[src/rtl/fpu_pkg.sv]
// Shared FPU datapath constants and the normaliser result payload.
//   MANT_W        : mantissa width
//   TAG_W         : destination tag width
//   SHAMT_W       : width of a shift amount over MANT_W bits
//   norm_result_t : normalised mantissa, shift applied, zero flag, tag
package fpu_pkg;

  localparam int unsigned MANT_W  = 24;
  localparam int unsigned TAG_W   = 5;
  localparam int unsigned SHAMT_W = $clog2(MANT_W);

  typedef struct packed {
    logic [MANT_W-1:0]  data;
    logic [SHAMT_W-1:0] shamt;
    logic               zero;
    logic [TAG_W-1:0]   tag;
  } norm_result_t;

endpackage

[src/rtl/fp_norm_pipe_lzc_enc.sv]
// lzc_enc: combinational leading-zero encoder, reusable by the rounding stage.
//   in_data  : operand
//   out_cnt  : number of leading zeros (0 when the operand is all zeros)
//   out_zero : operand is all zeros
module lzc_enc #(
  parameter int unsigned W  = 24,
  parameter int unsigned CW = $clog2(W)
) (
  input  logic [W-1:0]  in_data,
  output logic [CW-1:0] out_cnt,
  output logic          out_zero
);

  logic w_found;

  // Priority search from the MSB down; first set bit fixes the count.
  always_comb begin
    out_cnt = '0;
    w_found = 1'b0;
    for (int i = int'(W) - 1; i >= 0; i--) begin
      if (!w_found && in_data[i]) begin
        out_cnt = CW'(int'(W) - 1 - i);
        w_found = 1'b1;
      end
    end
  end

  assign out_zero = ~|in_data;

endmodule

[src/rtl/fp_norm_pipe.sv]
// fp_norm_pipe: two-stage mantissa normaliser with valid/ready handshake.
//   S1 counts leading zeros and registers operand/shift/zero/tag;
//   S2 barrel-shifts left and registers the result.
// Ports:
//   clk, rst                      : clock, async active-high reset
//   in_valid/in_ready             : input handshake (in_ready is combinational)
//   in_data, in_even, in_tag      : operand, even-shift request, pass-through tag
//   out_valid/out_ready           : output handshake
//   out_data, out_shamt, out_zero, out_tag : registered result
// Build option: NORM_EVEN_MODE_EN enables in_even; otherwise in_even is ignored.
module fp_norm_pipe
  import fpu_pkg::*;
#(
  parameter  int unsigned WIDTH = MANT_W,
  parameter  int unsigned TAGW  = TAG_W,
  localparam int unsigned SHW   = $clog2(WIDTH)
) (
  input  logic             clk,
  input  logic             rst,
  input  logic             in_valid,
  output logic             in_ready,
  input  logic [WIDTH-1:0] in_data,
  input  logic             in_even,
  input  logic [TAGW-1:0]  in_tag,
  output logic             out_valid,
  input  logic             out_ready,
  output logic [WIDTH-1:0] out_data,
  output logic [SHW-1:0]   out_shamt,
  output logic             out_zero,
  output logic [TAGW-1:0]  out_tag
);

  logic [SHW-1:0]   w_lzc;
  logic             w_zero;
  logic [SHW-1:0]   w_shamt;
  logic             w_in_fire;
  logic             w_s2_load;

  logic             r_s1_valid;
  logic [WIDTH-1:0] r_s1_data;
  logic [SHW-1:0]   r_s1_shamt;
  logic             r_s1_zero;
  logic [TAGW-1:0]  r_s1_tag;

  logic [WIDTH-1:0] w_stg [SHW+1];

  lzc_enc #(
    .W  (WIDTH),
    .CW (SHW)
  ) u_lzc (
    .in_data  (in_data),
    .out_cnt  (w_lzc),
    .out_zero (w_zero)
  );

`ifdef NORM_EVEN_MODE_EN
  // Even mode rounds the shift down to even so the top two bits are nonzero.
  assign w_shamt = in_even ? {w_lzc[SHW-1:1], 1'b0} : w_lzc;
`else
  logic w_unused_even;
  assign w_unused_even = in_even;
  assign w_shamt       = w_lzc;
`endif

  // Each stage advances when its downstream slot is empty or draining now.
  assign w_s2_load = r_s1_valid && (!out_valid || out_ready);
  assign in_ready  = !r_s1_valid || w_s2_load;
  assign w_in_fire = in_valid && in_ready;

  // S1 register
  always_ff @(posedge clk or posedge rst) begin
    if (rst) begin
      r_s1_valid <= 1'b0;
      r_s1_data  <= '0;
      r_s1_shamt <= '0;
      r_s1_zero  <= 1'b0;
      r_s1_tag   <= '0;
    end else begin
      if (w_in_fire) begin
        r_s1_valid <= 1'b1;
        r_s1_data  <= in_data;
        r_s1_shamt <= w_shamt;
        r_s1_zero  <= w_zero;
        r_s1_tag   <= in_tag;
      end else if (w_s2_load) begin
        r_s1_valid <= 1'b0;
      end
    end
  end

  // Log2 barrel shift: stage k shifts by 2^k when shamt bit k is set.
  always_comb begin
    w_stg[0] = r_s1_data;
    for (int k = 0; k < int'(SHW); k++) begin
      w_stg[k+1] = r_s1_shamt[k] ? (w_stg[k] << (2 ** k)) : w_stg[k];
    end
  end

  // S2 / output register; holds while stalled.
  always_ff @(posedge clk or posedge rst) begin
    if (rst) begin
      out_valid <= 1'b0;
      out_data  <= '0;
      out_shamt <= '0;
      out_zero  <= 1'b0;
      out_tag   <= '0;
    end else begin
      if (w_s2_load) begin
        out_valid <= 1'b1;
        out_data  <= w_stg[SHW];
        out_shamt <= r_s1_shamt;
        out_zero  <= r_s1_zero;
        out_tag   <= r_s1_tag;
      end else if (out_ready) begin
        out_valid <= 1'b0;
      end
    end
  end

endmodule

[config.mk]
export PLATFORM = sky130hd
export DESIGN_NAME = fp_norm_pipe
export DESIGN_NICKNAME = d
export VERILOG_FILES = /design/src/rtl/fpu_pkg.sv /design/src/rtl/fp_norm_pipe_lzc_enc.sv /design/src/rtl/fp_norm_pipe.sv
export SDC_FILE = /design/constraint.sdc
export NUM_CORES = 1
export LEC_CHECK = 0
export BUFFER_PORTS_ARGS = -buffer_cell sky130_fd_sc_hd__buf_2
export CORE_MARGIN = 2
export CORE_UTILIZATION = 52
export CTS_CLUSTER_SIZE = 16
export DETAILED_ROUTE_END_ITERATION = 12
export PLACE_DENSITY = 0.76
export SLEW_MARGIN = 15
export SYNTH_ARGS = -nofsm -noshare
export SYNTH_HDL_FRONTEND = slang
export SYNTH_HIERARCHICAL = 1
export SYNTH_SLANG_ARGS = --single-unit
[constraint.sdc]
create_clock -name clk -period 3.6 [get_ports clk]
set_clock_uncertainty 0.2 [all_clocks]
set_input_delay 0 -clock clk [delete_from_list [all_inputs] [get_ports clk]]
set_output_delay 0 -clock clk [all_outputs]
set_load 0.02 [all_outputs]
==> results of run 1 <==
## path summary, 6_finish.rpt
path | to | from | depth (start not counted) | slack [ns]
min in group asynchronous | out_shamt[1] | rst | 3 | 0.10
worst min register to register | out_tag[4] | out_tag[4] | 2 | 0.27
max in group asynchronous | out_tag[4] | rst | 4 | 2.15
worst max-delay path | out_data[13] | r_s1_shamt[0] | 4 | 0.92
worst min-delay path | out_valid | out_ready | 3 | 0.03
worst max register to register | out_data[13] | r_s1_shamt[0] | 4 | 0.92
## flip-flops by register name, indices dropped and copies added, names as in the netlist
register,flops
r_s1_data,24
out_tag,5
r_s1_shamt,5
out_valid,1
out_zero,1
out_shamt,5
r_s1_tag,5
r_s1_zero,1
out_data,24
r_s1_valid,1
## layout make-up
class | count | area (µm²)
Fill cell | 615 | 2560
Inverter | 9 | 33.78
Timing Repair Buffer | 107 | 710.7
Multi-Input combinational cell | 270 | 2272
Clock buffer | 11 | 151.4
Clock inverter | 5 | 150.1
Sequential cell | 72 | 1802
Tap cell | 102 | 127.6
## logic make-up after synthesis
logic type / Yosys count / synth area share (%)
buf+inv: 33 / 3.383
mux: 89 / 27.33
compound gates: 66 / 11.54
simple gates: 115 / 15.01
flops: 72 / 42.73
## synthesized netlist by cell type (2+ instances only)
cell type	number
dfrtp_1	72
mux2_2	44
nand2_1	34
mux2i_1	24
nor2_1	21
mux4_2	16
clkbuf_1	13
nand3_1	10
buf_2	9
nor3_1	9
inv_1	8
o21ai_0	8
a21oi_1	7
nor2b_1	7
o221ai_1	7
o21ai_1	6
a211o_1	5
mux2_1	5
nand3b_1	5
nand2b_1	4
a221o_1	3
a221oi_1	3
a22o_1	3
nand4_1	3
nor4_1	3
nor4_4	3
a21boi_1	2
a22oi_1	2
a31oi_1	2
and2_1	2
and3_1	2
buf_4	2
nor3b_1	2
o211ai_1	2
o22ai_1	2
o31ai_1	2
or3_1	2
## cell usage in the layout (no fill, tap or decap), drive strengths merged, types with 3 or more instances in the layout
master       synthesis  final
inv                  9      9
mux2i               24     24
dfrtp               72     72
clkbuf              13     11
a22o                 3      3
nor2                21     21
dlygate4sd3          0     32
o21ai               14     14
a21oi                7      7
bufinv               0      5
nand2               34     34
a211o                5      5
a221o                3      3
nor4                 7      7
a221oi               3      3
buf                 11     75
nor3                 9      9
nor2b                7      7
nand4                4      4
nand3b               5      5
a21boi               3      3
nand2b               4      4
nand3               10     10
mux4                16     16
o221ai               7      7
mux2                49     49
## power by group
group          internal [mW]  total (mW)  switching, mW
sequential             0.960        1.11          0.147
clock                  0.638       0.946          0.308
combinational          0.393       0.867          0.474
## worst register-to-register path, delay by kind of cell (launching register included)
| family | cells | cell delay (ns) |
|---|---|---|
| multiplexers | 1 | 0.16 |
| AO/OA/AOI/OAI | 2 | 0.94 |
| AND/OR/NAND/NOR | 1 | 0.30 |
| flip-flops | 1 | 1.03 |
## metal layers
metal  routed length (µm)  share of wire (%)
met5                    0                  0
met4                  300                2.8
met3                  626                5.9
met2                 5000                 47
met1                 4731                 44
## through the flow
| step | setup slack [ns] | hold WS (ns) | total power [mW] | area [µm²] |
|---|---|---|---|---|
| after floorplan | 1.551 | -0.09163 | 1.672 | 4217 |
| after global placement | 1.006 | -0.03925 | 1.925 | 4626 |
| after detailed placement | 0.9829 | -0.03375 | 1.951 | 4626 |
| after CTS | 0.9621 | 0.01655 | 2.923 | 5248 |
| after global routing | 0.7616 | 0.06658 | 3.061 | 5248 |
| final | 0.9209 | 0.03341 | 2.919 | 5248 |
==> out/metrics.cfg, run 1 <==
[cts]
clk_latency_ns = 0.36
cts_buffer_depth = 2
clock_sinks = 72
clk_pin_slew_ns = 0.08
cts_root_buf = clkbuf_8
cts_tree = built
ctsHoldBuffers = 32
htreeDepth = 3
cts-resized-gates = 0
postCtsSetupRepairBufs = 0
numCtsBuffers = 9

[yosys]
syn_area_per_cell_um2 = 11.24
synth_cell_types = 58
synth_warnings = 6
async_flop_share_pct = 100.0
ys_ff_latch = 72
synth_top_area_share_pct = 42.73
yosysTopAreaCell = dfrtp_1
ys.flop_type = dfrtp_1
syn_nets = 409
syn_area_um2 = 4217
yosys-top-cells-area = dfrtp_1 43%, mux2_2 12%, mux4_2 8.5%
ys_seq_area_share_pct = 42.73
syn_inst = 375
synth_edf_count = 0

[finish]
drive_above_1_share_pct = 33.54
diodes = 0
nets = 503
syn_to_final_growth_pct = 24.45
final_cells = 576
final_util_pct = 67.21

[power]
ir_worst_vdd_v = 0.0003904
power_density_nw_per_um2 = 556.3
power.leakage_nw = 2.342

[routing]
wl_mm = 10.66
vias = 3540
routed_via_density = 6.146
ant_nets = 0
drtPass1Iterations = 5
wire_per_inst_um = 18.50
drt_iter0_drc = 287
remaining_drc_errors = 0

[timing]
timing.final.hold_violations = 0
final.period_utilization_pct = 74.42
worst_pin_slew_ns = 1.034
maxSlewViolCount = 0
max-slew-margin-rel_pct = 31.04
fmax_mhz = 373.3
layout_min_cycle_time_ns = 2.679
setup_tns_ns = 0
rsz0062_at_grt = no
setup_viol = 0

[worst_setup_path]
cp-end-kind = flip-flop
crit_buf_inv = 0
path_max_fanout = 26
required_ns = 3.69
slowest_delay_ns = 1.03
critical_path_class = flip-flop to flip-flop
crit_arrival_ns = 2.77
path_cells = mux2i_1 -> or2_1 -> a222oi_1 -> a221o_1
path_delay_family = flip-flops
critPathSlowestCell = dfrtp_1
cp-start-kind = flip-flop

[global_routing]
grt_use_met1_pct = 36.93
grt_use_total_pct = 26.50
grt_max_degree = 38
grt_pass1_wl_mm = 18.02
grt-ovfl-total = 0
grt_pass1_vias = 3471
grtUsageMet2_pct = 40.95
grt.busiest_layer = met2
gr-usage-met3_pct = 4.896
antenna_found_initial = 0

[die]
die-height_um = 94.05
die_w_um = 94.05
die-area_um2 = 8845
rows = 32
core_um2 = 7807
initial_utilization_pct = 54.01
io_pins = 71

[place]
dp_cells = 528
port-buffer-count = 69
hpwlAfterDp_mm = 7.391
gp_congestion = 0.9393

[worst_hold_path]
hold_path.class = input port to flip-flop

[job]
drv_cap = 0

[outcome]
status = complete, no violations

No activity file was read; power rests on OpenSTA's default activity.
==> inputs of run 2 (changes only) <==
clock period = 2.71 ns   (was 3.6 ns; I/O delays follow)
==> out/metrics.cfg, run 2 (same netlist as run 1, synthesis figures left out) <==
[timing]
timing.final.hold_violations = 0  ; unchanged
worst_pin_slew_ns = 0.7802  ; was 1.034 ns
setup_tns_ns = 0  ; unchanged
fmax_mhz = 415.7  ; was 373.3 MHz
layout_min_cycle_time_ns = 2.405  ; was 2.679 ns
max-slew-margin-rel_pct = 47.91  ; was 31.04%
maxSlewViolCount = 0  ; unchanged
rsz0062_at_grt = no  ; unchanged
hold-worst-slack_ns = 0.1346  ; was 0.03341 ns
setup_viol = 0  ; unchanged
final.period_utilization_pct = 88.76  ; was 74.42%

[routing]
top_layer = met4  ; unchanged
route.layer.met1.wl_mm = 4.587  ; was 4.731 mm
remaining_drc_errors = 0  ; unchanged
vias = 3473  ; was 3540
ant_nets = 0  ; unchanged
wl_mm = 10.38  ; was 10.66 mm
wl_met3_um = 616  ; was 626 µm
routed_via_density = 5.917  ; was 6.146
drt_iter0_drc = 212  ; was 287
dr_wl_met2_mm = 5.007  ; was 5.000 mm
wire_per_inst_um = 17.68  ; was 18.50 µm
drtPass1Iterations = 4  ; was 5

[die]
die_w_um = 94.05  ; unchanged
core_um2 = 7807  ; unchanged
rows = 32  ; unchanged
die-height_um = 94.05  ; unchanged
initial_utilization_pct = 54.01  ; unchanged
die-area_um2 = 8845  ; unchanged
io_pins = 71  ; unchanged

[cts]
numCtsBuffers = 9  ; unchanged
ctsHoldBuffers = 33  ; was 32
clk_pin_slew_ns = 0.08  ; about the same
cts-resized-gates = 0  ; unchanged
cts_root_buf = clkbuf_8  ; unchanged
htreeDepth = 3  ; unchanged
cts_buffer_depth = 2  ; unchanged
clk_latency_ns = 0.35  ; was 0.36 ns
cts_tree = built  ; unchanged
clock_sinks = 72  ; unchanged
postCtsSetupRepairBufs = 0  ; unchanged

[worst_setup_path]
r2r-start = r_s1_shamt[0]  ; unchanged
cp-end-kind = flip-flop  ; unchanged
critical_path_class = flip-flop to flip-flop  ; unchanged
path_max_fanout = 15  ; was 26
cp-start-kind = flip-flop  ; unchanged
startpoint = r_s1_shamt[0]  ; unchanged
crit_arrival_ns = 2.41  ; was 2.77 ns
required_ns = 2.72  ; was 3.69 ns

[place]
port-buffer-count = 69  ; unchanged
gp_congestion = 0.9129  ; was 0.9393
hpwlAfterDp_mm = 7.459  ; was 7.391 mm

[power]
power_density_nw_per_um2 = 665.0  ; was 556.3 nW/µm²
ir_worst_vdd_v = 0.0003053  ; was 0.0003904 V
power.leakage_nw = 2.343  ; was 2.342 nW

[global_routing]
grt_pass1_wl_mm = 17.24  ; was 18.02 mm
antenna_found_initial = 0  ; unchanged
grt_pass1_vias = 3446  ; was 3471
grt_max_degree = 38  ; unchanged
grt-ovfl-total = 0  ; unchanged
grt_use_total_pct = 25.22  ; was 26.50%

[finish]
final_common_cell = dfrtp_1  ; unchanged
top_regs = out_data x24, r_s1_data x24  ; unchanged
syn_to_final_growth_pct = 24.07  ; was 24.45%
diodes = 0  ; unchanged
fill_cells = 604  ; was 615
drive_above_1_share_pct = 34.64  ; was 33.54%
final_cell_mix = 72 x dfrtp_1, 69 x buf_2, 44 x mux2_2  ; unchanged
nets = 514  ; was 503
final_util_pct = 67.00  ; was 67.21%

[outcome]
status = complete, no violations  ; unchanged

[worst_hold_path]
hold_path.class = input port to async pin  ; was input port to flip-flop

[job]
drv_cap = 0  ; unchanged

run 2: metrics by stage:
stage	area (µm²)	setup WS (ns)	total power, mW	instances
after floorplan	4217	0.6612	2.221	375
after global placement	4713	0.3855	2.596	538
after detailed placement	4713	0.3269	2.625	538
after CTS	5231	0.3078	3.483	587
after global routing	5231	0.2181	3.653	587
final	5231	0.3045	3.479	587
run 2: worst paths after layout:
| kind | endpoint | slack, ns | depth (start not counted) |
|---|---|---|---|
| min in group clk | r_s1_tag[0] | 0.21 | 3 |
| setup reg to reg | out_data[22] | 0.30 | 5 |
| setup / recovery | out_data[22] | 0.30 | 5 |
| max in group asynchronous | out_data[16] | 1.51 | 4 |
| hold / removal | out_valid | 0.13 | 3 |
| hold reg to reg | out_tag[0] | 0.27 | 2 |
run 2: final cells by class:
class | instances | area, µm² | area share, %
Multi-Input combinational cell | 270 | 2272 | 43.43
Sequential cell | 72 | 1802 | 34.44
Timing Repair Buffer | 118 | 808.3 | 15.45
Clock buffer | 10 | 127.6 | 2.440
Tap cell | 102 | 127.6 | 2.440
Clock inverter | 6 | 60.06 | 1.148
Inverter | 9 | 33.78 | 0.6458
run 2: per-layer routing:
layer	track usage, %	vias up
met4	7.971	0
met1	34.42	1671
met3	4.735	17
met5	0	-
met2	40.89	147
li1	-	1638
run 2: critical path, cell delays in order (launching register included):
cell and delay (ns):
dfrtp_1 0.62, buf_4 0.28, inv_2 0.25, mux2_2 0.38, a221oi_1 0.34, o221ai_1 0.19
run 2: report_power, final:
group	total (mW)	leakage, nW	internal, mW	switching, mW
Combinational	1.19	1.37	0.552	0.638
Clock	0.831	0.0920	0.421	0.411
Sequential	1.46	0.879	1.28	0.183
Total	3.48	2.34	2.25	1.23
